**config.mk**
```make
export PLATFORM = sky130hd
export DESIGN_NAME = uart_fifo
export DESIGN_NICKNAME = d
export VERILOG_FILES = /design/src/rtl/uart_pkg.sv /design/src/rtl/uart_fifo_regfile.sv /design/src/rtl/uart_fifo.sv
export SDC_FILE = /design/constraint.sdc
export NUM_CORES = 1
export LEC_CHECK = 0
export ABC_AREA = 1
export CORE_MARGIN = 2
export CORE_UTILIZATION = 30
export DETAILED_ROUTE_END_ITERATION = 8
export SLEW_MARGIN = 30
export SYNTH_ARGS = -nofsm -noshare
export SYNTH_HDL_FRONTEND = slang
export SYNTH_SLANG_ARGS = --single-unit
```
**constraint.sdc**
```tcl
create_clock -name clk -period 2.2 [get_ports clk]
set_input_delay 0.22 -clock clk [delete_from_list [all_inputs] [get_ports clk]]
set_output_delay 0.22 -clock clk [all_outputs]
set_load 0.005 [all_outputs]
```
**src/rtl/uart_pkg.sv**
```systemverilog
// Shared sizing constants for the UART datapath blocks.
package uart_pkg;
  localparam int UART_DATA_WIDTH      = 8;
  localparam int UART_FIFO_ADDR_WIDTH = 4;
endpackage

```
**src/rtl/uart_fifo_regfile.sv**
```systemverilog
// FIFO storage: synchronous write port, asynchronous read port, no reset on contents.
module uart_fifo_regfile
  import uart_pkg::*;
#(
  parameter int DATA_WIDTH = UART_DATA_WIDTH,
  parameter int ADDR_WIDTH = UART_FIFO_ADDR_WIDTH
) (
  input  logic                  clk,
  input  logic                  we_i,
  input  logic [ADDR_WIDTH-1:0] waddr_i,
  input  logic [DATA_WIDTH-1:0] wdata_i,
  input  logic [ADDR_WIDTH-1:0] raddr_i,
  output logic [DATA_WIDTH-1:0] rdata_o
);
  logic [DATA_WIDTH-1:0] mem_q [2**ADDR_WIDTH];

  always_ff @(posedge clk) begin
    if (we_i) mem_q[waddr_i] <= wdata_i;
  end

  assign rdata_o = mem_q[raddr_i];
endmodule

```
**src/rtl/uart_fifo.sv**
```systemverilog
// First-word-fall-through byte FIFO with registered empty/full flags.
module uart_fifo
  import uart_pkg::*;
#(
  parameter int DATA_WIDTH = UART_DATA_WIDTH,
  parameter int ADDR_WIDTH = UART_FIFO_ADDR_WIDTH
) (
  input  logic                  clk,
  input  logic                  rst,
  input  logic                  rd,
  input  logic                  wr,
  input  logic [DATA_WIDTH-1:0] w_data,
  output logic                  empty,
  output logic                  full,
  output logic [DATA_WIDTH-1:0] r_data
);
  logic [ADDR_WIDTH-1:0] w_ptr_q, w_ptr_d, r_ptr_q, r_ptr_d;
  logic [ADDR_WIDTH-1:0] w_ptr_inc, r_ptr_inc;
  logic                  empty_q, empty_d, full_q, full_d;
  logic                  wr_en, rd_en;

  // A write while full is allowed only when a pop frees the head slot on the same edge.
  assign rd_en     = rd & ~empty_q;
  assign wr_en     = wr & (~full_q | rd_en);
  assign w_ptr_inc = w_ptr_q + 1'b1;
  assign r_ptr_inc = r_ptr_q + 1'b1;

  always_comb begin
    w_ptr_d = w_ptr_q;
    r_ptr_d = r_ptr_q;
    empty_d = empty_q;
    full_d  = full_q;
    if (wr_en) w_ptr_d = w_ptr_inc;
    if (rd_en) r_ptr_d = r_ptr_inc;
    case ({wr_en, rd_en})
      2'b10: begin
        empty_d = 1'b0;
        full_d  = (w_ptr_inc == r_ptr_q);
      end
      2'b01: begin
        full_d  = 1'b0;
        empty_d = (r_ptr_inc == w_ptr_q);
      end
      default: ;
    endcase
  end

  always_ff @(posedge clk or posedge rst) begin
    if (rst) begin
      w_ptr_q <= '0;
      r_ptr_q <= '0;
      empty_q <= 1'b1;
      full_q  <= 1'b0;
    end else begin
      w_ptr_q <= w_ptr_d;
      r_ptr_q <= r_ptr_d;
      empty_q <= empty_d;
      full_q  <= full_d;
    end
  end

  uart_fifo_regfile #(
    .DATA_WIDTH(DATA_WIDTH),
    .ADDR_WIDTH(ADDR_WIDTH)
  ) u_regfile (
    .clk    (clk),
    .we_i   (wr_en),
    .waddr_i(w_ptr_q),
    .wdata_i(w_data),
    .raddr_i(r_ptr_q),
    .rdata_o(r_data)
  );

  assign empty = empty_q;
  assign full  = full_q;
endmodule

```
== Yosys cells after proc, flatten, opt, wreduce, memory -nomap -nowiden ==
Memory sizes are Yosys's and may differ from the RTL's.
Index checks and enable logic that the tools add are counted.

* Output and inout port bits: 10
* Memory bits (writable): 128
* Register bits after elaboration: 10
* Memories: 1

* Reductions and logical operators: 1
* Eq/ne operators: 4
* Multiplexer cells: 4
* Add/sub/neg operators: 2
* Bitwise operators: 5

{| class="wikitable"
|+ Memories
! memory !! words !! bits a word !! rd ports !! clocked after Yosys merged registers in !! write ports !! RTL line !! source
|-
| u_regfile.mem_q || 16 || 8 || 1 || 0 || 1 || uart_fifo_regfile.sv:15 || <nowiki>logic [DATA_WIDTH-1:0] mem_q [2**ADDR_WIDTH];</nowiki>
|}

{| class="wikitable"
|+ Operators by type and width
! kind !! number
|-
| 4-bit by 1-bit adder with 4-bit output (second input constant) || 2
|-
| 4-bit equality test || 2
|-
| 1-bit case mux with 2 select lines || 2
|-
| 1-bit bitwise AND || 2
|-
| 2-bit by 1-bit equality test with 1-bit output (second input constant) || 1
|-
| 2-bit equality test (second input constant) || 1
|-
| 1-bit 2-to-1 mux || 2
|-
| 1-bit inverter || 2
|-
| 2-bit nonzero test || 1
|-
| 1-bit bitwise OR || 1
|}

== Longest topological paths before layout ==
* Depth in word-level cells: 6
* Depth in mapped cells: 12

== Modules after synthesis ==
A second synthesis with hierarchy kept.

* Cells, all modules: 637
* Area total of the unflattened synthesis: 6284.8 sq um

{| class="wikitable"
|+ By module, submodules not included
! module !! cells each !! instances !! sequential area each (sq um) !! area an instance (sq um)
|-
| uart_fifo_regfile || 543 || 1 || 3843.7 || 5606.6
|-
| uart_fifo || 94 || 1 || 251.5 || 678.2
|}

== Least setup slack after synthesis ==
Ideal clock, no wire load.

* Path kind: reg2reg
* Start point: reg empty_q (netlist: empty)
* End point: mem u_regfile.mem_q[11][0] (netlist bit) (enable)
* Data arrival time: 1.297 ns
* Required time: 1.830 ns
* Stages on the path, launching flop included: 8
* Buffers on the path: 0
* Setup slack: 0.533 ns
* Period minus slack after synthesis: 1.667 ns
* Cells stage by stage: dfstp_2 > nor2_4 > inv_2 > nand2_1 > nand2_2 > inv_2 > nand2_1 > nor2_1

* Cells in the longest elaborated chain, start to end: 6

{| class="wikitable"
|+ RTL lines
! element !! RTL line !! source
|-
| start: declaration || uart_fifo.sv:19 || <nowiki>logic empty_q, empty_d, full_q, full_d;</nowiki>
|-
| start signal: assignment || uart_fifo.sv:57 || <nowiki>empty_q <= empty_d;</nowiki>
|-
| 1-bit inverter || uart_fifo.sv:23 || <nowiki>assign rd_en = rd & ~empty_q;</nowiki>
|-
| 1-bit bitwise AND || uart_fifo.sv:23 ||
|-
| net rd_en || uart_fifo.sv:20 || <nowiki>logic wr_en, rd_en;</nowiki>
|-
| 1-bit bitwise OR || uart_fifo.sv:24 || <nowiki>assign wr_en = wr & (~full_q | rd_en);</nowiki>
|-
| 1-bit bitwise AND || uart_fifo.sv:24 ||
|-
| 1-bit 2-to-1 mux || uart_fifo_regfile.sv:18 || <nowiki>if (we_i) mem_q[waddr_i] <= wdata_i;</nowiki>
|-
| 1-bit 2-to-1 mux (not written as such) || uart_fifo_regfile.sv:18 ||
|-
| end: declaration || uart_fifo_regfile.sv:15 ||
|}

The timed path passes the listed nets, and every way through them passes these cells.

== Worst setup path after layout ==
* Start point: reg r_ptr_q[0]
* End point: out r_data[3]

* Cells in the longest elaborated chain, start to end: 1

{| class="wikitable"
|+ RTL lines
! element !! RTL line !! source
|-
| start: declaration || uart_fifo.sv:17 || <nowiki>logic [ADDR_WIDTH-1:0] w_ptr_q, w_ptr_d, r_ptr_q, r_ptr_d;</nowiki>
|-
| start signal: assignment || uart_fifo.sv:56 || <nowiki>r_ptr_q <= r_ptr_d;</nowiki>
|-
| memory read 16 x 8 bit || - ||
|-
| end: declaration || uart_fifo.sv:15 || <nowiki>output logic [DATA_WIDTH-1:0] r_data</nowiki>
|}

No other way between the ends.

==> summary.md <==
The source of the worst register-to-register timing path was r_ptr_q[0]. After detailed routing, the total wire length is 15580 microns. For this design the static power due to leakage is 3.235 nW.

Clock period minus worst slack: 2.178 ns. In the synthesized netlist the async set-or-reset flop fraction comes to 7.246%. The first-pass GRT wire length was 23430 microns. The number of hold violations in the final report was 0. For this run, the share of the core covered by cells in the final layout is 39.25%. The number of cells on the worst reg-to-reg path is 9. Counting flops with a built-in enable in the synthesized netlist gives 128. For this run, the leading register cell type out of synthesis is edfxtp_1. At the end of routability-driven placement, the weighted congestion stood at 0.8412. The synthesized area per cell came out at 10.28 sq um. The number of nets handed over by synthesis was 611. The die extent in y came out at 146.5 microns.

The tree built by TritonCTS fans out to 138 sinks. Setup violations remaining at the end of the flow were counted as 0. After detailed routing, the number of vias per cell comes to 4.630. The post-route antenna net violation count came out at 0. Cell at the root of the clock tree: clkbuf_16. On the final layout, the worst clock skew is 0.007740 ns.

On the worst path, the slowest cell contributes a delay of 0.49 ns. Classification of the worst setup path: flip-flop to primary output. The tools report the maximum number of pins on one net before global-route repair as 26. The synthesis-to-finish area growth is 29.43%. The maximum frequency from static timing analysis is 0.4591 GHz. The run gives 0.006096 sq mm as the post-synthesis cell area. For the worst setup path, the data arrival time is 1.96 ns. Areal power density over the cells: 1370 mW/mm^2.

In this run the critical register-to-register path is captured at empty. Synthesis instantiated 25 different standard cells from the library. Across all register-to-register paths, the minimum setup slack is 0.43 ns. IR analysis of the VDD net gives a maximum drop of 0.6493 mV.

Summing over every cut layer, the via total after detailed routing is 4348. Headroom to the max-slew limit came out at 54.47%. The flow ran to the end, and the final reports show no timing, DRC or antenna violations. The number of global-route vias before repair is 4081.

The number of I/O port buffers is 21. Yosys printed 0 warnings. The startpoint type of the worst setup path was a flip-flop.

The run gives 0 as the global route total overflow. Library cell with the largest summed area after synthesis: edfxtp_1. Row generation in the floorplan step produced 52 rows. Yosys attributes the largest share of cell area to edfxtp_1 (63%), nand2_1 (12%), nand3_1 (6.6%). After the last flow step, the layout net total stands at 677. After detailed routing, the average wire length per cell comes to 16.59 microns. For the worst hold-check slack, the log shows 0.09092 ns. The cell that appears most often on the critical path is nand3_2.

For this run, the detailed router's first-pass iteration total came to 5. The run gives 67.18% as the share of synthesized area occupied by flip-flops and latches. The number of buffers added to fix hold violations after cts is 0. Initial standard-cell utilization of the core: 30.32%. The kind of end point of the critical path was a primary output. The clock passes through at most 2 buffers. Buffers inserted during clock tree synthesis total 17.

The slew at the pin with the worst max-slew slack works out to 0.6808 ns. After the first detailed-routing iteration, the DRC count stood at 398. For this design, the slowest cell found on the critical path is dfrtp_2. The number of max-slew violations in the final report was 0; the clock latency on the worst-skew pair was 0.42 ns. The maximum fanout along the worst path was 5. The I/O pin total is 22, and the post-synthesis register bit count is 138.

The post-synthesis cell count was 593. The least setup slack across all paths after layout is 0.02187 ns, and the endpoint required time on the critical path is 1.98 ns. Setup repair after global routing could not meet its margin everywhere.

In this run the worst hold path is classified as primary input to async pin. Clock-pin slew was measured on the worst setup and hold paths at 0.06 ns. In this run the cell area measured after placement is 0.006770 sq mm. The number of antenna violations at the first check in global routing came out at 0. After detailed routing, the number of remaining DRC violations is 0. The final critical-path share of the clock period works out to 99.01%.

The run gives 0.02010 sq mm as the core box area. 0 antenna diodes ended up in the layout. The floorplan step defined a die boundary enclosing 0.02148 sq mm. The logs give 0 for the number of maximum-capacitance violations and 4 for the maximum level of the CTS H-tree.

Cells with a size suffix above 1 make up 19.58% of the layout. The run gives 14.69% as the overall routing resource usage. The signal on the critical path passes through buf_6 -> buf_12 -> buf_16 -> o211ai_1 -> nand3_2 -> nand3_2 -> nand2_1 -> buf_2. The die width was 146.5 microns; the post-route standard cell area excluding fillers was 0.007890 sq mm. The area share of the leading cell type in the synthesized netlist is 63.05%.

Detailed placement finished with a half-perimeter wire length of 8964 microns. At the placement stage, the worst setup path has a slack of 0.1255 ns. TritonCTS built the clock tree.
[power by group]
part	switching [mW]	total [mW]	internal, mW
combinational	2.64	4.70	2.06
clock	1.01	2.75	1.74
sequential	0.171	3.36	3.19
[cells in the final DEF (no fill, tap or decap), types with 2 or more instances in the layout]
master and count:
nand2_1 190, edfxtp_1 128, nand3_1 58, inv_1 57, nor2_1 39, buf_4 30, nand3_2 22, clkbuf_16 19
clkdlybuf4s50_1 13, nand2_2 11, buf_12 10, o21ai_0 9, or2_0 8, dfrtp_1 8, buf_2 7, ha_1 6
buf_16 6, or2_1 5, clkinv_1 5, inv_2 4, o211ai_1 4, nor2_2 3, nand4_1 3, bufinv_16 3
buf_6 3, xor2_1 2, or2_4 2, clkinv_2 2
[state kept, by name (all words and copies together), names as in the netlist]
register         cells
u_regfile.mem_q    128
r_ptr_q              4
full                 1
w_ptr_q              4
empty                1
[cell type report]
class / instances / area [sq um]
clock buffers: 18 / 429.2
clock inverters: 11 / 131.4
fillers: 1906 / 12210
inverters: 63 / 244.0
multi-input cells: 366 / 1774
flip-flops and latches: 138 / 4096
well taps: 270 / 337.8
repair buffers: 73 / 877.1
[worst max-delay path by stage]
stage / start / endpoint / cells after the start
floorplan: empty / u_regfile.mem_q[11][0] / 7
global placement: rd / u_regfile.mem_q[12][4] / 10
detailed placement: rd / u_regfile.mem_q[12][4] / 10
CTS: r_ptr_q[0] / r_data[2] / 10
global route: r_ptr_q[0] / r_data[3] / 8
finish: r_ptr_q[0] / r_data[3] / 8
[worst max-delay path: cells and delay by family, from the launching register on]
kind	cells	cell delay (ns)
compound gates	1	0.21
buf+inv	4	0.58
flops	1	0.49
simple gates	3	0.27
[cells in the mapped netlist (3+ instances only)]
master,count
o211ai_1,4
inv_2,5
edfxtp_1,128
nand2_1,200
buf_2,20
nand3_1,80
nor2_1,42
inv_1,57
or2_2,3
ha_1,6
or2_0,8
o21ai_0,10
nand4_1,3
dfrtp_1,9
or2_1,5
[cell families after synthesis]
kind of cell | synth area share, %
compound gates | 1.314
xor+xnor | 0.4311
fa+ha+maj | 1.231
buf+inv | 6.137
flops | 67.18
simple gates | 23.71
[routing by layer]
metal  wire length [microns]  up-vias  global-route usage (%)
li1                        -     2086                       -
met1                    6697     2119                   18.40
met2                    7699      122                   24.50
met3                     874       21                   3.500
met4                     307        0                   6.019
met5                       0        -                       0
[per-stage QoR]
step / std cells / total power, mW / setup TNS (ns)
3_5_place_dp: 888 / 6.929 / 0
2_1_floorplan: 593 / 5.558 / 0
5_1_grt: 939 / 11.37 / -0.1684
6_report: 939 / 10.81 / 0
4_1_cts: 936 / 10.60 / -0.02961
3_3_place_gp: 888 / 6.901 / 0
[timing repair]
item	in CTS	in global routing
gates cloned	7	2
endpoints found under the setup margin	8	8
resized for setup	63	22
pin swaps	26	24
setup buffers	12	1
No activity file was read; power rests on OpenSTA's default activity.
